$ cat src/rtl/mem_arb_pkg.sv
// rtl/mem_arb_pkg.sv - shared types and defaults for the fetch/data memory arbiter
package mem_arb_pkg;

  typedef enum logic [1:0] {
    IDLE    = 2'd0,
    BUSY_IF = 2'd1,
    BUSY_DM = 2'd2
  } arb_state_e;

  typedef enum logic [1:0] {
    GNT_NONE = 2'd0,
    GNT_IF   = 2'd1,
    GNT_DM   = 2'd2
  } grant_e;

  localparam int unsigned STARVE_MAX_DEF = 4;

endpackage

$ cat src/rtl/mem_arb_prio.sv
// rtl/mem_arb_prio.sv - data-first grant decision with a fetch starvation guard
module mem_arb_prio
  import mem_arb_pkg::*;
#(
  parameter int unsigned STARVE_MAX = STARVE_MAX_DEF
) (
  input  logic   clk,
  input  logic   rst,
  input  logic   is_idle,
  input  logic   if_req,
  input  logic   if_elig,
  input  logic   dm_elig,
  output grant_e grant
);

  logic [3:0] starve_cnt;
  logic       at_limit;

  assign at_limit = (starve_cnt == 4'(STARVE_MAX));

  always_comb begin
    grant = GNT_NONE;
    if (is_idle) begin
      if (dm_elig && !(at_limit && if_elig)) grant = GNT_DM;
      else if (if_elig)                      grant = GNT_IF;
    end
  end

  // Counts data grants that happened while fetch was asking; saturates at the limit.
  always_ff @(posedge clk or negedge rst) begin
    if (!rst) begin
      starve_cnt <= '0;
    end else if (is_idle) begin
      if (!if_req || grant == GNT_IF)
        starve_cnt <= '0;
      else if (grant == GNT_DM && !at_limit)
        starve_cnt <= starve_cnt + 4'd1;
    end
  end

endmodule

$ cat src/rtl/mem_arbiter.sv
// rtl/mem_arbiter.sv - arbitrates fetch and data ports onto one req/ack memory
module mem_arbiter
  import mem_arb_pkg::*;
#(
  parameter int unsigned ADDR_W     = 32,
  parameter int unsigned DATA_W     = 32,
  parameter int unsigned STARVE_MAX = STARVE_MAX_DEF
) (
  input  logic              clk,
  input  logic              rst,
  input  logic              if_req,
  input  logic [ADDR_W-1:0] if_addr,
  input  logic              if_kill,
  output logic [DATA_W-1:0] if_rdata,
  output logic              if_valid,
  input  logic              dm_read,
  input  logic              dm_write,
  input  logic [ADDR_W-1:0] dm_addr,
  input  logic [DATA_W-1:0] dm_wdata,
  output logic [DATA_W-1:0] dm_rdata,
  output logic              dm_valid,
  output logic              stall_if,
  output logic              stall_mem,
  output logic              mem_req,
  output logic              mem_we,
  output logic [ADDR_W-1:0] mem_addr,
  output logic [DATA_W-1:0] mem_wdata,
  input  logic              mem_ack,
  input  logic [DATA_W-1:0] mem_rdata
);

  arb_state_e state, state_nxt;
  grant_e     grant;
  logic       if_elig, dm_elig;
  logic       kill_seen;
  logic       if_done, dm_done;

  // A port that is completing this cycle is not yet asking for its next access.
  assign if_elig   = if_req & ~if_valid;
  assign dm_elig   = (dm_read | dm_write) & ~dm_valid;
  assign stall_mem = dm_elig;
  assign stall_if  = if_elig | stall_mem;
  assign mem_req   = (state != IDLE);

  assign if_done = (state == BUSY_IF) & mem_ack & ~kill_seen & ~if_kill;
  assign dm_done = (state == BUSY_DM) & mem_ack;

  mem_arb_prio #(
    .STARVE_MAX (STARVE_MAX)
  ) u_prio (
    .clk     (clk),
    .rst     (rst),
    .is_idle (state == IDLE),
    .if_req  (if_req),
    .if_elig (if_elig),
    .dm_elig (dm_elig),
    .grant   (grant)
  );

  always_ff @(posedge clk or negedge rst) begin
    if (!rst) state <= IDLE;
    else      state <= state_nxt;
  end

  always_comb begin
    state_nxt = state;
    unique case (state)
      IDLE: begin
        if (grant == GNT_DM)      state_nxt = BUSY_DM;
        else if (grant == GNT_IF) state_nxt = BUSY_IF;
      end
      BUSY_IF, BUSY_DM: begin
        if (mem_ack) state_nxt = IDLE;
      end
      default: state_nxt = IDLE;
    endcase
  end

  always_ff @(posedge clk or negedge rst) begin
    if (!rst) begin
      mem_addr  <= '0;
      mem_we    <= 1'b0;
      mem_wdata <= '0;
      if_valid  <= 1'b0;
      dm_valid  <= 1'b0;
      if_rdata  <= '0;
      dm_rdata  <= '0;
      kill_seen <= 1'b0;
    end else begin
      if_valid <= if_done;
      dm_valid <= dm_done;
      if (if_done)            if_rdata <= mem_rdata;
      if (dm_done && !mem_we) dm_rdata <= mem_rdata;

      if (grant == GNT_DM) begin
        mem_addr  <= dm_addr;
        mem_we    <= dm_write;
        mem_wdata <= dm_wdata;
      end else if (grant == GNT_IF) begin
        mem_addr  <= if_addr;
        mem_we    <= 1'b0;
        mem_wdata <= '0;
      end

      // A flushed fetch still runs to its ack, but its result is dropped.
      if (grant == GNT_IF)                 kill_seen <= 1'b0;
      else if (state == BUSY_IF && if_kill) kill_seen <= 1'b1;
    end
  end

endmodule

$ cat config.mk
export PLATFORM = sky130hd
export DESIGN_NAME = mem_arbiter
export DESIGN_NICKNAME = d
export VERILOG_FILES = /design/src/rtl/mem_arb_pkg.sv /design/src/rtl/mem_arb_prio.sv /design/src/rtl/mem_arbiter.sv
export SDC_FILE = /design/constraint.sdc
export NUM_CORES = 1
export LEC_CHECK = 0
export ABC_AREA = 1
export ABC_CLOCK_PERIOD_IN_PS = 1900
export CAP_MARGIN = 20
export CORE_UTILIZATION = 38
export DETAILED_ROUTE_END_ITERATION = 7
export GPL_TIMING_DRIVEN = 0
export PLACE_DENSITY = 0.77
export SLEW_MARGIN = 15
export SYNTH_ARGS = -nofsm -noshare
export SYNTH_HDL_FRONTEND = slang
export SYNTH_SLANG_ARGS = --single-unit
$ cat constraint.sdc
create_clock -name clk -period 1.9 [get_ports clk]
set_clock_uncertainty 0.15 [all_clocks]
set_input_delay 0.19 -clock clk [delete_from_list [all_inputs] [get_ports clk]]
set_output_delay 0.19 -clock clk [all_outputs]
set_load 0.05 [all_outputs]
---- Word level (Yosys, flattened, before mapping) ----
Cells that the tools add are included.
cells by class
  add/subtract/negate cells ............... 1
  eq/ne operators ......................... 7
  multiplexer cells ....................... 17
  bitwise gates (word level) .............. 12
  reduce and logical (&&, ||, !) cells .... 18
operators with widths
  operator                                              count
  2-to-1 mux 32 bit                                     4
  2-to-1 mux 2 bit                                      5
  2-to-1 mux 4 bit                                      2
  nonzero test 2 bit                                    4
  AND 1 bit                                             6
  logical AND 1 bit                                     5
  2-to-1 mux 1 bit                                      5
  adder 4 x 1 -> 4 bit (second input constant)          1
  equality test 2 x 1 -> 1 bit (second input constant)  2
  equality test 2 bit (second input constant)           2
  equality test 4 x 3 -> 1 bit (second input constant)  1
  zero test 1 bit                                       4
  NOT 1 bit                                             4
  one-hot mux 2 bit (2 select lines)                    1
  AND reduction 2 bit                                   2
  inequality test 3 bit (second input constant)         1
  zero test 2 bit                                       1
  inequality test 2 bit (second input constant)         1
  OR 1 bit                                              2
  OR reduction 2 bit                                    1
  logical OR 1 bit                                      1
word-level totals
  register bits ........................... 138
  input bits .............................. 135
  output and inout bits ................... 134

---- Logic depth before layout (Yosys ltp) ----
Gate-level depths: netlist of run 1.
  depth in word-level cells ............... 11
  gate-level depth with buffers ........... 13

---- Modules after synthesis ----
A second synthesis of run 1 with hierarchy kept.
second synthesis, totals
  cell total of the unflattened synthesis .. 638
  area total of the unflattened synthesis .. 5878.1 um2
modules (own cells, without submodules)
  module        times used  cells an instance  area an instance (um2)  seq. area each (um2)
  mem_arbiter   1           599                5589.1                  3353.2
  mem_arb_prio  1           39                 289.0                   100.1

---- Worst setup path after synthesis of run 1 ----
OpenSTA, ideal clock, no wires.
  path kind ............................... register to register
  start point ............................. reg dm_valid
  end point ............................... reg mem_addr[23]
  arrival time ............................ 2403 ps
  slack ................................... -776 ps
  cell stages (with the launch flop) ...... 9
  period minus slack after synthesis ...... 2676 ps
  cells stage by stage .................... dfrtp_1 > nor2_1 > o21ai_2 > nor2_1 > ha_1 > buf_4 > buf_4 > a21oi_1 > a21oi_1
on the way
  longest elaborated chain between the ends .. 7
  elaborated cells between the ends (all ways) .. 9
RTL lines
  what                                                                 line                                  source
  from (decl)                                                          mem_arbiter.sv:21                     output logic dm_valid,
  from (signal assigned)                                               mem_arbiter.sv:91                     dm_valid <= dm_done;
  NOT 1 bit *                                                          mem_arbiter.sv:40                     assign dm_elig = (dm_read | dm_write) & ~dm_valid;
  AND 1 bit *                                                          mem_arbiter.sv:40
  named net stall_mem                                                  mem_arbiter.sv:23                     output logic stall_mem,
  logical AND 1 bit *                                                  mem_arb_prio.sv:24                    if (dm_elig && !(at_limit && if_elig)) grant = GNT_DM;
  2-to-1 mux 2 bit *                                                   mem_arb_prio.sv:24
  2-to-1 mux 2 bit *                                                   mem_arb_prio.sv:23                    if (is_idle) begin
  equality test 2 bit or equality test 2 x 1 -> 1 bit (tied branches)  mem_arbiter.sv:95, mem_arbiter.sv:99
  2-to-1 mux 32 bit or nonzero test 2 bit (tied branches)              n/a
  to (signal assigned)                                                 mem_arbiter.sv:96                     mem_addr <= dm_addr;
  to (signal assigned)                                                 mem_arbiter.sv:100                    mem_addr <= if_addr;
  to (decl)                                                            mem_arbiter.sv:26                     output logic [ADDR_W-1:0] mem_addr,
Mark *: on every way through the listed nets, which the timed path passes. The rest lies on a longest branch.
A chain may end at the register's enable or synchronous reset.

---- Worst setup path in the final report of run 1 ----
  start point ............................. reg u_prio.starve_cnt[1]
  end point ............................... reg mem_addr[4]
on the way
  longest elaborated chain between the ends .. 8
  elaborated cells between the ends (all ways) .. 10
RTL lines
  what                                                                 line                                  source
  from (decl)                                                          mem_arb_prio.sv:16                    logic [3:0] starve_cnt;
  from (signal assigned)                                               mem_arb_prio.sv:37                    starve_cnt <= starve_cnt + 4'd1;
  equality test 4 x 3 -> 1 bit *                                       mem_arb_prio.sv:19                    assign at_limit = (starve_cnt == 4'(STARVE_MAX));
  logical AND 1 bit *                                                  mem_arb_prio.sv:24
  zero test 1 bit *                                                    mem_arb_prio.sv:24
  logical AND 1 bit *                                                  mem_arb_prio.sv:24
  2-to-1 mux 2 bit *                                                   mem_arb_prio.sv:24
  2-to-1 mux 2 bit *                                                   mem_arb_prio.sv:23
  equality test 2 bit or equality test 2 x 1 -> 1 bit (tied branches)  mem_arbiter.sv:95, mem_arbiter.sv:99
  2-to-1 mux 32 bit or nonzero test 2 bit (tied branches)              n/a
Every way passes the cells marked *; elsewhere a longest branch is shown, timed or not.

==> metrics, run 1 <==
DRC errors left=0; number of global-route vias before repair=about 5.5k; crit path DAT=2.26 ns; vias post-DR=between 5k and 6k; adder-cell share of the synthesized area=1.47%; maximum clock frequency=480 MHz; Post-Place Setup Slack=-0.375 ns; met1 Usage GRT=about a quarter; area share of and/or/nand/nor cells after synthesis=17.8%; Chip Height=127 µm; H-tree Lvls=4; critical path class=reg2reg; # setup viols final=70; status=complete, but fails checks; core area=15,300 µm²; first-pass GRT wire length=about 29 mm; Max-cap violations=0; DR iter-0 viols=231; DP HPWL=approximately 13 mm; fin crit period=2.08 ns; Routed WL=approximately 19 mm; Post-Syn Area=5980 µm²; most used routing layer=met2; power per cell area=1950 nW/µm²; violated checks=negative setup slack; maximum root-to-sink buffer count=2; Synth top area share=approximately 58%; Final Max Tran Viols=0; Worst Setup End Kind=flip-flop; peak supply drop=1.06 mV; worst setup margin=-0.182 ns; die area=16,200 µm²; Buffers on Ports=268; commonest cells after routing, fill and taps aside=nand2_1, dfrtp_1, clkdlybuf4s50_1; CTS tree=built; total power=about 20,000 µW; Final nets=1,081; LEAKAGE=0.00499 µW; Max-slew headroom=61.3%; global routing usage on met2=around 40%; CP Max Fanout=10; Clock Sinks=about 140; Fillers=around 1.3k; clk slew on worst S/H paths=0.06 ns; Post-Syn Area per Cell=around 9.4 µm²; largest family of logic cells by synthesized area=simple AND/OR/NAND/NOR gates; root buffer cell=clkbuf_16; Design Area, Final=10,200 µm²; Pre-Repair DR Iteration Count=4; Fin. Hold Viols=0; initial antenna violation count=2; Die W=between 100 and 150 µm; placer congestion estimate=0.776; synth warn=0; row cnt=45; Seq cells post-synth=138; GR Overflow Total=0; worst endpoint required time=2.08 ns; post-synthesis mux area share=0%; fin util=66.6%; Placed Area=9190 µm²; xor/xnor cell area share of the yosys netlist=0%; Netlist cell types=20; share of cells above drive strength 1=roughly 25%; GRT Overall Usage=23.8%; Compound-Gate Fraction of Synth Area=14.7%; Synth Instances=638; Skew-Pair Late Insertion Delay=approximately 0.4 ns; minimum hold slack=0.130 ns; Synth area leaders=dfrtp_1, nand2_1, o21ai_2; sequential element share of the synthesized area=57.8%; worst-margin pin slew=0.584 ns; commonest non-fill, non-tap cell in the layout=nand2_1; Starting Density=about two fifths; Synth area leader=dfrtp_1; Detail Route Antenna Nets=0; Worst Hold Class=in2async; Boundary Pins=269; largest net degree at the start of global routing=86; area grow syn2layout=70.0%; period utilisation layout=110%; TritonCTS buffer count=17; vias per cell=4.72; Post-Syn Nets=780; CP startpoint kind=flip-flop; Wirelength per Cell=around 17 µm; RSZ-0062 raised after global routing=true; met3 GRT Util=under 10%
[flip-flops by register name (all words and copies together), names as in the netlist]
register / cells
dm_valid: 1
mem_we: 1
state: 2
kill_seen: 1
if_valid: 1
if_rdata: 32
dm_rdata: 32
mem_addr: 32
mem_wdata: 32
u_prio.starve_cnt: 4
[power breakdown]
| group | total [µW] | internal [µW] | switching (µW) | leakage [µW] |
|---|---|---|---|---|
| clock network | 3440 | 2150 | 1290 | 0.000298 |
| logic | 11600 | 3750 | 7830 | 0.00297 |
| registers | 4830 | 4170 | 662 | 0.00172 |
[worst max-delay path, cell delays in order, from the launching register on]
cell and delay [ns]:
dfrtp_1 0.39, inv_2 0.07, ha_4 0.14, nand3_4 0.07
o21ai_4 0.21, nand3_2 0.11, ha_4 0.34, buf_12 0.15
buf_12 0.15, a21oi_2 0.04, a21oi_1 0.16
[Yosys cell counts (all sizes together)]
cell type    n
o21ai       72
buf         34
nor2        42
nand2      178
clkbuf       3
ha           7
inv         55
nand3       43
a21oi       65
dfrtp      138
nand4        1
[kinds of logic (layout without fill, tap and decap cells)]
kind of cell / count (synthesis) / after routing
simple gates: 264 / 264
other cells: 0 / 1
buf+inv: 92 / 406
flops: 138 / 138
compound gates: 137 / 137
fa+ha+maj: 7 / 7
[area by class of cell]
| class | count | area (µm²) | share of cell area [%] |
|---|---|---|---|
| buffer | 37 | 424 | 4.17 |
| multi-input combinational | 408 | 2450 | 24.1 |
| timing repair buffer | 282 | 2730 | 26.9 |
| inverter | 55 | 215 | 2.12 |
| clock inverter | 12 | 163 | 1.60 |
| antenna | 1 | 2.50 | 0.0246 |
| sequential | 138 | 3460 | 34.0 |
| clock buffer | 20 | 457 | 4.49 |
| tap | 211 | 264 | 2.60 |
[through the flow]
| step | setup TNS [ns] | std cells |
|---|---|---|
| after CTS | -7.24 | 1160 |
| after floorplan | -8.72 | 638 |
| after global placement | -743.97 | 1117 |
| after detailed placement | -22.96 | 1118 |
| after global routing | -15.43 | 1164 |
| final | -9.09 | 1164 |
[worst paths after layout]
kind / from / end / slack [ns] / cells after the start
max: u_prio.starve_cnt[1] / mem_addr[4] / -0.18 / 10
min in group clk: if_addr[25] / mem_addr[25] / 0.17 / 3
max in group asynchronous: rst / mem_wdata[16] / 0.68 / 3
min reg2reg: mem_wdata[15] / mem_wdata[15] / 0.32 / 2
min: rst / dm_rdata[28] / 0.13 / 2
max reg2reg: u_prio.starve_cnt[1] / mem_addr[4] / -0.18 / 10
[per-layer routing]
layer / vias up / part of all wire, %
met5: - / 0.068
met4: 2 / 2.9
met3: 36 / 10
met2: 216 / 48
met1: 2586 / 38
li1: 2657 / -
[what timing repair did]
action                     4_1_cts  5_1_grt
pin swaps                       21        4
hold buffers                     1        0
buffers inserted                 5        1
gates resized for setup        210       31
gates cloned                     4        2
hold endpoints to repair        68        0
setup endpoints to repair      205       72
No activity file was read; power rests on OpenSTA's default activity.
==> inputs of run 2 (changes only) <==
- CELL_PAD_IN_SITES_DETAIL_PLACEMENT: unset -> 1
- CELL_PAD_IN_SITES_GLOBAL_PLACEMENT: unset -> 1
- CORE_UTILIZATION: 38 -> 27
- PLACE_DENSITY: 0.77 -> unset
- PLACE_DENSITY_LB_ADDON: unset -> 0.1
==> run 2 against run 1 <==
Compared with the run above:
- the run still ends with negative setup slack left
- worst setup slack better by 0.025 ns
- combinational power hardly changed
- cell area is 0.42% higher
- cell count is 6.1% higher
- utilization is 20 points lower
- critical path depth is 1 higher
- via count is 1.4% higher
==> metrics, run 2 (synthesis results as in run 1) <==
Total Negative Setup Slacks=-8.94 ns (was -9.09 ns); power per cell area=1930 nW/µm² (was 1950 nW/µm²); Chip Height=151 µm (was 127 µm); Crit path largest cell delay=0.39 ns (about the same); vias per cell=4.51 (was 4.72); RSZ-0062 raised after global routing=true (unchanged); TritonCTS buffer count=17 (unchanged); critical-path cell list=inv_2, ha_4, nand3_4, o21ai_4, nand3_2, ha_4, inv_4, buf_12, buf_12, nand3_2, o21ai_1 (was inv_2, ha_4, nand3_4, o21ai_4, nand3_2, ha_4, buf_12, buf_12, a21oi_2, a21oi_1); Wirelength per Cell=17.5 µm (was 16.5 µm); Boundary Pins=269 (unchanged); CP max-delay cell=dfrtp_1 (unchanged); Fin. Hold Viols=0 (unchanged); non-filler cells in the finished layout=1,235 (was 1,164); Buffers on Ports=268 (unchanged); LEAKAGE=0.00496 µW (was 0.00499 µW); placer congestion estimate=0.769 (was 0.776); total power=19,700 µW (was 19,900 µW); CP startpoint kind=flip-flop (unchanged); largest net degree at the start of global routing=76 (was 86); register area=3460 µm² (unchanged); worst-margin pin slew=0.607 ns (was 0.584 ns); GRT Overall Usage=19.5% (was 23.8%); fin crit period=2.06 ns (was 2.08 ns); DR iter-0 viols=168 (was 231); CP bufs+invs=4 (was 3); period utilisation layout=108% (was 110%); crit path DAT=2.20 ns (was 2.26 ns); Detail Route Antenna Nets=0 (unchanged); Fillers=2,455 (was 1,251); Pre-Repair DR Iteration Count=6 (was 4); Skew-Pair Late Insertion Delay=0.42 ns (was 0.41 ns); Max-slew headroom=59.7% (was 61.3%); H-tree Lvls=4 (unchanged); core area=21,800 µm² (was 15,300 µm²); initial antenna violation count=0 (was 2); commonest cells after routing, fill and taps aside=nand2_1, dfrtp_1, clkdlybuf4s50_1 (unchanged); Top delay family on crit path=adder cells (unchanged); critical path class=reg2reg (unchanged); worst setup margin=-0.157 ns (was -0.182 ns); Routed WL=21.7 mm (was 19.2 mm); violated checks=negative setup slack (unchanged); footprint of the multi-input gates=2510 µm² (was 2450 µm²); vias post-DR=5,576 (was 5,497); clk slew on worst S/H paths=0.06 ns (about the same); Final Max Tran Viols=0 (unchanged); number of global-route vias before repair=6,117 (was 5,508); row cnt=54 (was 45); # setup viols final=71 (was 70); Worst Setup End Kind=flip-flop (unchanged); Clock Sinks=138 (unchanged); Max-cap violations=0 (unchanged); Starting Density=27.5% (was 39.2%); CP Max Fanout=10 (unchanged); Die W=151 µm (was 127 µm); status=complete, but fails checks (unchanged); root buffer cell=clkbuf_16 (unchanged); die area=22,700 µm² (was 16,200 µm²); DRC errors left=0 (unchanged); Inst Count DP=1,187 (was 1,118); share of cells above drive strength 1=27.0% (was 25.0%); maximum clock frequency=486 MHz (was 480 MHz); peak supply drop=0.750 mV (was 1.06 mV); commonest non-fill, non-tap cell in the layout=nand2_1 (unchanged); first-pass GRT wire length=33.6 mm (was 29.3 mm); GR Overflow Total=0 (unchanged); CTS tree=built (unchanged); DP HPWL=15.7 mm (was 13.5 mm); Final nets=1,083 (was 1,081); Worst Hold Class=in2async (unchanged); maximum root-to-sink buffer count=2 (unchanged); area grow syn2layout=70.7% (was 70.0%); worst endpoint required time=2.05 ns (was 2.08 ns)
==> run 2: final cells by class <==
type / count / area share (%)
Antenna cell: 1 / 0.0245
Tap cell: 280 / 3.43
Clock buffer: 19 / 4.24
Clock inverter: 13 / 1.41
Timing Repair Buffer: 284 / 26.1
Multi-Input combinational cell: 408 / 24.6
Inverter: 55 / 2.15
Buffer: 37 / 4.22
Sequential cell: 138 / 33.9
==> run 2: power breakdown <==
part	switching [µW]	internal, µW
sequential	686	4170
clock	1350	1950
combinational	7960	3600
==> run 2: layer usage <==
metal	part of all wire, %	global-route usage (%)
met1	42	23.9
met4	1.5	6.70
met5	0	0
met2	49	32.4
met3	8.3	5.96
==> run 2: through the flow <==
| step | instance area [µm²] | utilization [%] | worst slack [ns] | hold WS [ns] |
|---|---|---|---|---|
| after detailed placement | 9280 | 42.6 | -0.416 | 0.0258 |
| after CTS | 9990 | 45.9 | -0.158 | 0.159 |
| final | 10200 | 46.9 | -0.157 | 0.144 |
| after global placement | 9250 | 42.5 | -5.89 | 0.315 |
| after global routing | 10200 | 46.9 | -0.230 | 0.175 |
| after floorplan | 6210 | - | -0.147 | -0.256 |
==> run 2: timing repair <==
item,CTS,global route
setup buffers,9,5
endpoints found under the setup margin,205,75
hold endpoints to repair,63,0
resized for setup,204,56
hold buffers,1,0
pin swaps,10,6
==> run 2: final timing paths <==
| path | from | end | slack (ns) | cells after the start |
|---|---|---|---|---|
| worst max-delay path | u_prio.starve_cnt[1] | mem_we | -0.16 | 11 |
| max in group asynchronous | rst | if_rdata[20] | 0.68 | 3 |
| min in group clk | dm_wdata[29] | mem_wdata[29] | 0.18 | 3 |
| worst min-delay path | rst | mem_addr[20] | 0.14 | 2 |
| worst max register to register | u_prio.starve_cnt[1] | mem_we | -0.16 | 11 |
| worst min register to register | mem_wdata[4] | mem_wdata[4] | 0.33 | 2 |
